[src/rtl/ps2_pkg.sv]
// Shared types and helpers for the PS/2 host transmitter: FSM states,
// odd-parity function and the common keyboard command bytes.
package ps2_pkg;

    typedef enum logic [2:0] {
        ST_IDLE,
        ST_INHIBIT,
        ST_REQ,
        ST_DATA,
        ST_ACK,
        ST_RELEASE,
        ST_DONE
    } ps2_state_t;

    localparam logic [7:0] CMD_SET_LEDS = 8'hED;
    localparam logic [7:0] CMD_RESET    = 8'hFF;
    localparam logic [7:0] CMD_ENABLE   = 8'hF4;

    // PS/2 frames carry odd parity: the parity bit makes the 9-bit total odd.
    function automatic logic odd_parity(input logic [7:0] data);
        return ~^data;
    endfunction

endpackage

[src/rtl/ps2_line_filter.sv]
// One PS/2 line: 2-FF synchronizer, FILT_LEN-sample glitch filter and a
// one-cycle strobe on every accepted 1->0 transition.
module ps2_line_filter #(
    parameter int FILT_LEN = 8
) (
    input  logic clk,
    input  logic reset,
    input  logic i_pad,
    output logic o_level,
    output logic o_fall
);

    localparam int CW = (FILT_LEN > 1) ? $clog2(FILT_LEN) : 1;
    localparam logic [CW-1:0] CNT_LAST = CW'(FILT_LEN - 1);

    logic          r_sync1;
    logic          r_sync2;
    logic          r_level;
    logic          r_fall;
    logic [CW-1:0] r_cnt;

    // The level flips only after FILT_LEN consecutive samples disagree with it.
    always_ff @(posedge clk) begin
        if (reset) begin
            r_sync1 <= 1'b1;
            r_sync2 <= 1'b1;
            r_level <= 1'b1;
            r_fall  <= 1'b0;
            r_cnt   <= '0;
        end else begin
            r_sync1 <= i_pad;
            r_sync2 <= r_sync1;
            r_fall  <= 1'b0;
            if (r_sync2 == r_level) begin
                r_cnt <= '0;
            end else if (r_cnt == CNT_LAST) begin
                r_cnt   <= '0;
                r_level <= r_sync2;
                r_fall  <= r_level;
            end else begin
                r_cnt <= r_cnt + 1'b1;
            end
        end
    end

    assign o_level = r_level;
    assign o_fall  = r_fall;

endmodule

[src/rtl/ps2_host_tx.sv]
// PS/2 host-to-device transmitter: inhibits the bus, issues request-to-send,
// shifts out one byte on device clock edges and reports the device ACK.
module ps2_host_tx
    import ps2_pkg::*;
#(
    parameter int CLK_KHZ    = 24000,
    parameter int FILT_LEN   = 8,
    parameter int TIMEOUT_MS = 20
) (
    input  logic       clk,
    input  logic       reset,
    input  logic [7:0] tx_data,
    input  logic       tx_valid,
    output logic       tx_ready,
    input  logic       ps2_clk_i,
    input  logic       ps2_dat_i,
    output logic       ps2_clk_oe,
    output logic       ps2_dat_oe,
    output logic       done,
    output logic       ack_ok,
    output logic       err_timeout
);

    localparam int INHIBIT_CYC = (CLK_KHZ / 10 > 0) ? CLK_KHZ / 10 : 1;
    localparam int INH_W       = $clog2(INHIBIT_CYC + 1);
    localparam int WD_LIMIT    = CLK_KHZ * TIMEOUT_MS;
    localparam int WD_W        = $clog2(WD_LIMIT + 1);
    localparam logic [INH_W-1:0] INH_LAST = INH_W'(INHIBIT_CYC - 1);
    localparam logic [WD_W-1:0]  WD_LAST  = WD_W'(WD_LIMIT - 1);

    logic w_clk_level;
    logic w_clk_fall;
    logic w_dat_level;
    logic w_wd_expired;

    ps2_state_t       r_state;
    logic [INH_W-1:0] r_inh_cnt;
    logic [WD_W-1:0]  r_wd_cnt;
    logic [7:0]       r_data;
    logic             r_parity;
    logic [3:0]       r_bit_idx;
    logic             r_ack_seen;
    logic             r_clk_oe;
    logic             r_dat_oe;
    logic             r_ready;
    logic             r_done;
    logic             r_ack_ok;
    logic             r_err;

    ps2_line_filter #(.FILT_LEN(FILT_LEN)) u_clk_filter (
        .clk     (clk),
        .reset   (reset),
        .i_pad   (ps2_clk_i),
        .o_level (w_clk_level),
        .o_fall  (w_clk_fall)
    );

    ps2_line_filter #(.FILT_LEN(FILT_LEN)) u_dat_filter (
        .clk     (clk),
        .reset   (reset),
        .i_pad   (ps2_dat_i),
        .o_level (w_dat_level),
        .o_fall  ()
    );

    assign w_wd_expired = (r_wd_cnt == WD_LAST);

    // Inhibit unconditionally overrides any device-to-host frame in flight.
    always_ff @(posedge clk) begin
        if (reset) begin
            r_state    <= ST_IDLE;
            r_inh_cnt  <= '0;
            r_wd_cnt   <= '0;
            r_data     <= '0;
            r_parity   <= 1'b0;
            r_bit_idx  <= '0;
            r_ack_seen <= 1'b0;
            r_clk_oe   <= 1'b0;
            r_dat_oe   <= 1'b0;
            r_ready    <= 1'b1;
            r_done     <= 1'b0;
            r_ack_ok   <= 1'b0;
            r_err      <= 1'b0;
        end else begin
            r_done   <= 1'b0;
            r_ack_ok <= 1'b0;
            r_err    <= 1'b0;
            if (r_state inside {ST_REQ, ST_DATA, ST_ACK, ST_RELEASE}) begin
                r_wd_cnt <= r_wd_cnt + 1'b1;
            end

            case (r_state)
                ST_IDLE: begin
                    if (tx_valid && r_ready) begin
                        r_data    <= tx_data;
                        r_parity  <= odd_parity(tx_data);
                        r_ready   <= 1'b0;
                        r_clk_oe  <= 1'b1;
                        r_dat_oe  <= 1'b0;
                        r_inh_cnt <= '0;
                        r_state   <= ST_INHIBIT;
                    end
                end

                ST_INHIBIT: begin
                    if (r_inh_cnt == INH_LAST) begin
                        r_dat_oe <= 1'b1;
                        r_wd_cnt <= '0;
                        r_state  <= ST_REQ;
                    end else begin
                        r_inh_cnt <= r_inh_cnt + 1'b1;
                    end
                end

                ST_REQ: begin
                    r_clk_oe  <= 1'b0;
                    r_bit_idx <= '0;
                    r_state   <= ST_DATA;
                end

                // Edges 1-8 carry d0..d7, edge 9 parity, edge 10 the released stop bit.
                ST_DATA: begin
                    if (w_wd_expired) begin
                        r_clk_oe <= 1'b0;
                        r_dat_oe <= 1'b0;
                        r_done   <= 1'b1;
                        r_err    <= 1'b1;
                        r_state  <= ST_DONE;
                    end else if (w_clk_fall) begin
                        if (r_bit_idx < 4'd8) begin
                            r_dat_oe <= ~r_data[r_bit_idx[2:0]];
                        end else if (r_bit_idx == 4'd8) begin
                            r_dat_oe <= ~r_parity;
                        end else begin
                            r_dat_oe <= 1'b0;
                            r_state  <= ST_ACK;
                        end
                        r_bit_idx <= r_bit_idx + 4'd1;
                    end
                end

                ST_ACK: begin
                    if (w_wd_expired) begin
                        r_clk_oe <= 1'b0;
                        r_dat_oe <= 1'b0;
                        r_done   <= 1'b1;
                        r_err    <= 1'b1;
                        r_state  <= ST_DONE;
                    end else if (w_clk_fall) begin
                        r_ack_seen <= ~w_dat_level;
                        r_state    <= ST_RELEASE;
                    end
                end

                ST_RELEASE: begin
                    if (w_wd_expired) begin
                        r_clk_oe <= 1'b0;
                        r_dat_oe <= 1'b0;
                        r_done   <= 1'b1;
                        r_err    <= 1'b1;
                        r_state  <= ST_DONE;
                    end else if (w_clk_level && w_dat_level) begin
                        r_done   <= 1'b1;
                        r_ack_ok <= r_ack_seen;
                        r_state  <= ST_DONE;
                    end
                end

                ST_DONE: begin
                    r_ready <= 1'b1;
                    r_state <= ST_IDLE;
                end

                default: begin
                    r_clk_oe <= 1'b0;
                    r_dat_oe <= 1'b0;
                    r_ready  <= 1'b1;
                    r_state  <= ST_IDLE;
                end
            endcase
        end
    end

    assign tx_ready    = r_ready;
    assign ps2_clk_oe  = r_clk_oe;
    assign ps2_dat_oe  = r_dat_oe;
    assign done        = r_done;
    assign ack_ok      = r_ack_ok;
    assign err_timeout = r_err;

endmodule

[config.mk]
export PLATFORM = sky130hd
export DESIGN_NAME = ps2_host_tx
export DESIGN_NICKNAME = d
export VERILOG_FILES = /design/src/rtl/ps2_pkg.sv /design/src/rtl/ps2_line_filter.sv /design/src/rtl/ps2_host_tx.sv
export SDC_FILE = /design/constraint.sdc
export NUM_CORES = 1
export LEC_CHECK = 0
export BUFFER_PORTS_ARGS = -buffer_cell sky130_fd_sc_hd__buf_2
export CORE_ASPECT_RATIO = 1.25
export CORE_MARGIN = 5
export CORE_UTILIZATION = 55
export CTS_BUF_LIST = sky130_fd_sc_hd__clkbuf_8
export CTS_CLUSTER_DIAMETER = 80
export CTS_CLUSTER_SIZE = 8
export DETAILED_ROUTE_END_ITERATION = 10
export GPL_TIMING_DRIVEN = 0
export PLACE_DENSITY = 0.73
export SYNTH_ARGS = -nofsm -noshare
export SYNTH_HDL_FRONTEND = slang
export SYNTH_SLANG_ARGS = --single-unit
[constraint.sdc]
create_clock -name clk -period 2.2 [get_ports clk]
set_input_delay 0.33 -clock clk [delete_from_list [all_inputs] [get_ports clk]]
set_output_delay 0.33 -clock clk [all_outputs]
set_load 0.02 [all_outputs]
==> results_dict.tcl <==
set metrics [dict create \
    grt_first_pass_wirelength_um 10900 \
    peakVddDrop_v 0.000438 \
    grt_start_max_net_pins 13 \
    std_cell_rows 31 \
    avgRoutedWirePerCell_um 14.0 \
    clk_pin_slew_ns 0.07 \
    number_of_search_and_repair_iterations_in_the_first_detailed_routing_pass 4 \
    hold_path_depth 2 \
    fillerInstances 495 \
    post-dp-hpwl_um 4580 \
    vias_post_dr 2591 \
    tritoncts "yes" \
    worstSetupEndpointType "flip-flop" \
    area_growth_pct 12.1 \
    worstMarginPinSlew_ns 0.860 \
    cp-start-kind "flip-flop" \
    regArea_sq_um 1340 \
    synth-edff-count 0 \
    first_global_vias 2505 \
    multi_input_combinational_cell_area_sq_um 1760 \
    fin_worst_hold_slack_ns 0.174 \
    finalCoreUtilization_pct 62.9 \
    initial_cell_density_of_the_core_pct 56.1 \
    r2r_cells 6 \
    globalplace.congestion 0.904 \
    synth_sequential_area_ratio_pct 41.6 \
    cts.path.max_buffers 2 \
    mappedNetlistArea_sq_um 3220 \
    final_max_slew_viol_count 0 \
    synth_cells 354 \
    crit_type "reg2reg" \
    fraction_of_registers_with_async_set_or_reset_after_synthesis_pct 0 \
    grtUsageTotal_pct 18.2 \
    global_route_overflow 0 \
    fmaxAchievable_mhz 505 \
    totalPowerFinal_mw 2.70 \
    timing.final.hold_violations 0 \
    crit_arrival_ns 2.26 \
    ioPinCount 19 \
    period_minus_slack_ns 1.98 \
    worst-endpoint-required_ns 2.48 \
    fp.dieH_um 95.6 \
    finalClockSkew_ns 0.00808 \
    setup_tns_ns 0 \
    design.core.area_sq_um 5740 \
    min-delay-path-class "in2reg" \
    total_power_per_unit_cell_area_nw_per_um2 748 \
    layout.cells.most_common "dfxtp_1" \
    drtAntennaViolNets 0 \
    clk_root_buffer_cell "clkbuf_8" \
    cts_made_buffers 9 \
    drc 0 \
    post_cts.repair.setup_buffers 0 \
    most-common-layout-cells "67 x dfxtp_1, 49 x nor2_1, 22 x buf_2" \
    yosys.cell_types.count 57 \
    layout-drive-gt1-share_pct 15.2 \
    quantity_of_i_o_buffers_inserted_on_ports 17 \
    layout_net_count 403 \
    worstSkewPairLatency_ns 0.34 \
    post_drt_via_cell_ratio 5.72 \
    drt_wl_total_um 6360 \
    post_synth.cell_area_avg_sq_um 9.10 \
    yosysWarnings 0 \
    mappedNetlistNets 375 \
    clock-sinks 67 \
    run_status "complete, no violations" \
    synth_top_flop_cell "dfxtp_1" \
    first_iter_violations 136 \
    synth.ff_latch_count 67 \
    clock_tree.htree_level_count 3 \
    maxCapViolations 0 \
    leakage_dissipation_nw 1.37 \
    maxSlewHeadroom_pct 42.1 \
    die_w_um 78.5 \
    timing.final.crit_share_pct 89.9 \
    critical_path_peak_fanout 8 \
    insertedDiodeCount 0 \
    die-area_sq_um 7500 \
    antenna_found_initial 0 \
    finalSetupViolCount 0 \
]
==> Yosys cell counts, types with 4 or more instances <==
library cell  instances  share of area [%]
nand3_1              15                2.3
nor2_1               49                5.7
or2_2                 6                1.2
and3_1                5               0.97
and4_1                4                1.1
or4_1                 4               0.93
nor4_1                7                1.4
clkbuf_1              8               0.93
nand4_1              15                2.9
dfxtp_1              67                 42
nand2_1              20                2.3
buf_2                 5               0.78
xnor2_1              16                4.3
ha_1                  8                3.1
nor2b_1               5               0.97
and2_1                7                1.4
xor2_1               20                5.4
a21oi_1              15                2.3
nor4bb_1              4                1.2
inv_1                 4               0.47
o21ai_0               5               0.78
nor3_1                6               0.93
mux2i_1              10                3.1
==> flip-flops by register name (all words and copies together), names as in the netlist, 3 cells and up <==
name	cells
u_dat_filter.r_cnt	3
r_state	3
r_bit_idx	4
r_inh_cnt	12
r_wd_cnt	19
r_data	8
u_clk_filter.r_cnt	3
==> cell type report <==
cell class,count,area share (%)
multi-input cells,265,48.6
clock buffers,9,3.43
flip-flops and latches,67,37.1
inverters,4,0.416
repair buffers,17,2.36
well taps,66,2.29
clock inverters,7,2.60
plain buffers,18,3.15
==> routing by layer <==
layer / wire (um) / global-route usage (%) / part of all wire (%) / up-vias
met1: 2660 / 19.9 / 42 / 1205
li1: - / - / - / 1316
met4: 153 / 9.33 / 2.4 / 0
met5: 0 / 0 / 0 / -
met3: 204 / 4.63 / 3.2 / 15
met2: 3330 / 32.6 / 52 / 55
==> per-stage QoR <==
step,cell area (sq um),cells,setup WS [ns]
floorplan,3220,354,0.389
global placement,3390,437,0.152
detailed placement,3390,437,0.126
CTS,3610,453,0.0818
global route,3610,453,-0.0139
finish,3610,453,0.221
==> power breakdown <==
part	switching, mW	internal, mW	total, mW	leakage, nW
Sequential	0.0242	1.25	1.28	0.543
Clock	0.473	0.635	1.11	0.111
Combinational	0.183	0.134	0.317	0.715
Total	0.680	2.02	2.70	1.37
==> repair_timing <==
action                     CTS  global route
resized for setup            0             4
hold buffers                 0             0
setup endpoints to repair    0             5
==> path summary, 6_finish.rpt <==
path | from | endpoint | slack, ns
worst max-delay path | r_state[0] | r_bit_idx[3] | 0.22
worst min-delay path | ps2_dat_i | u_dat_filter.r_sync1 | 0.17
worst max register to register | r_state[0] | r_bit_idx[3] | 0.22
worst min register to register | u_dat_filter.r_sync1 | u_dat_filter.r_sync2 | 0.41
==> critical path: stages (launching register included) <==
cell and delay (ns):
dfxtp_1 0.31, buf_4 0.14, inv_1 0.13, nor2_1 0.51
nand2_1 0.21, or4_1 0.52, nand3_1 0.10
==> cell families after synthesis <==
logic type                 after synthesis  share of synthesized area (%)
and+or+nand+nor                        162                           27.3
buffers and inverters                   22                           3.88
xor gates and xnor gates                37                           10.3
AOI/OAI and AO/OA                       45                           9.01
adders and majority gates                8                           3.11
DFF                                     67                           41.6
muxes                                   13                           4.85
(Power assumes the default switching activity.)
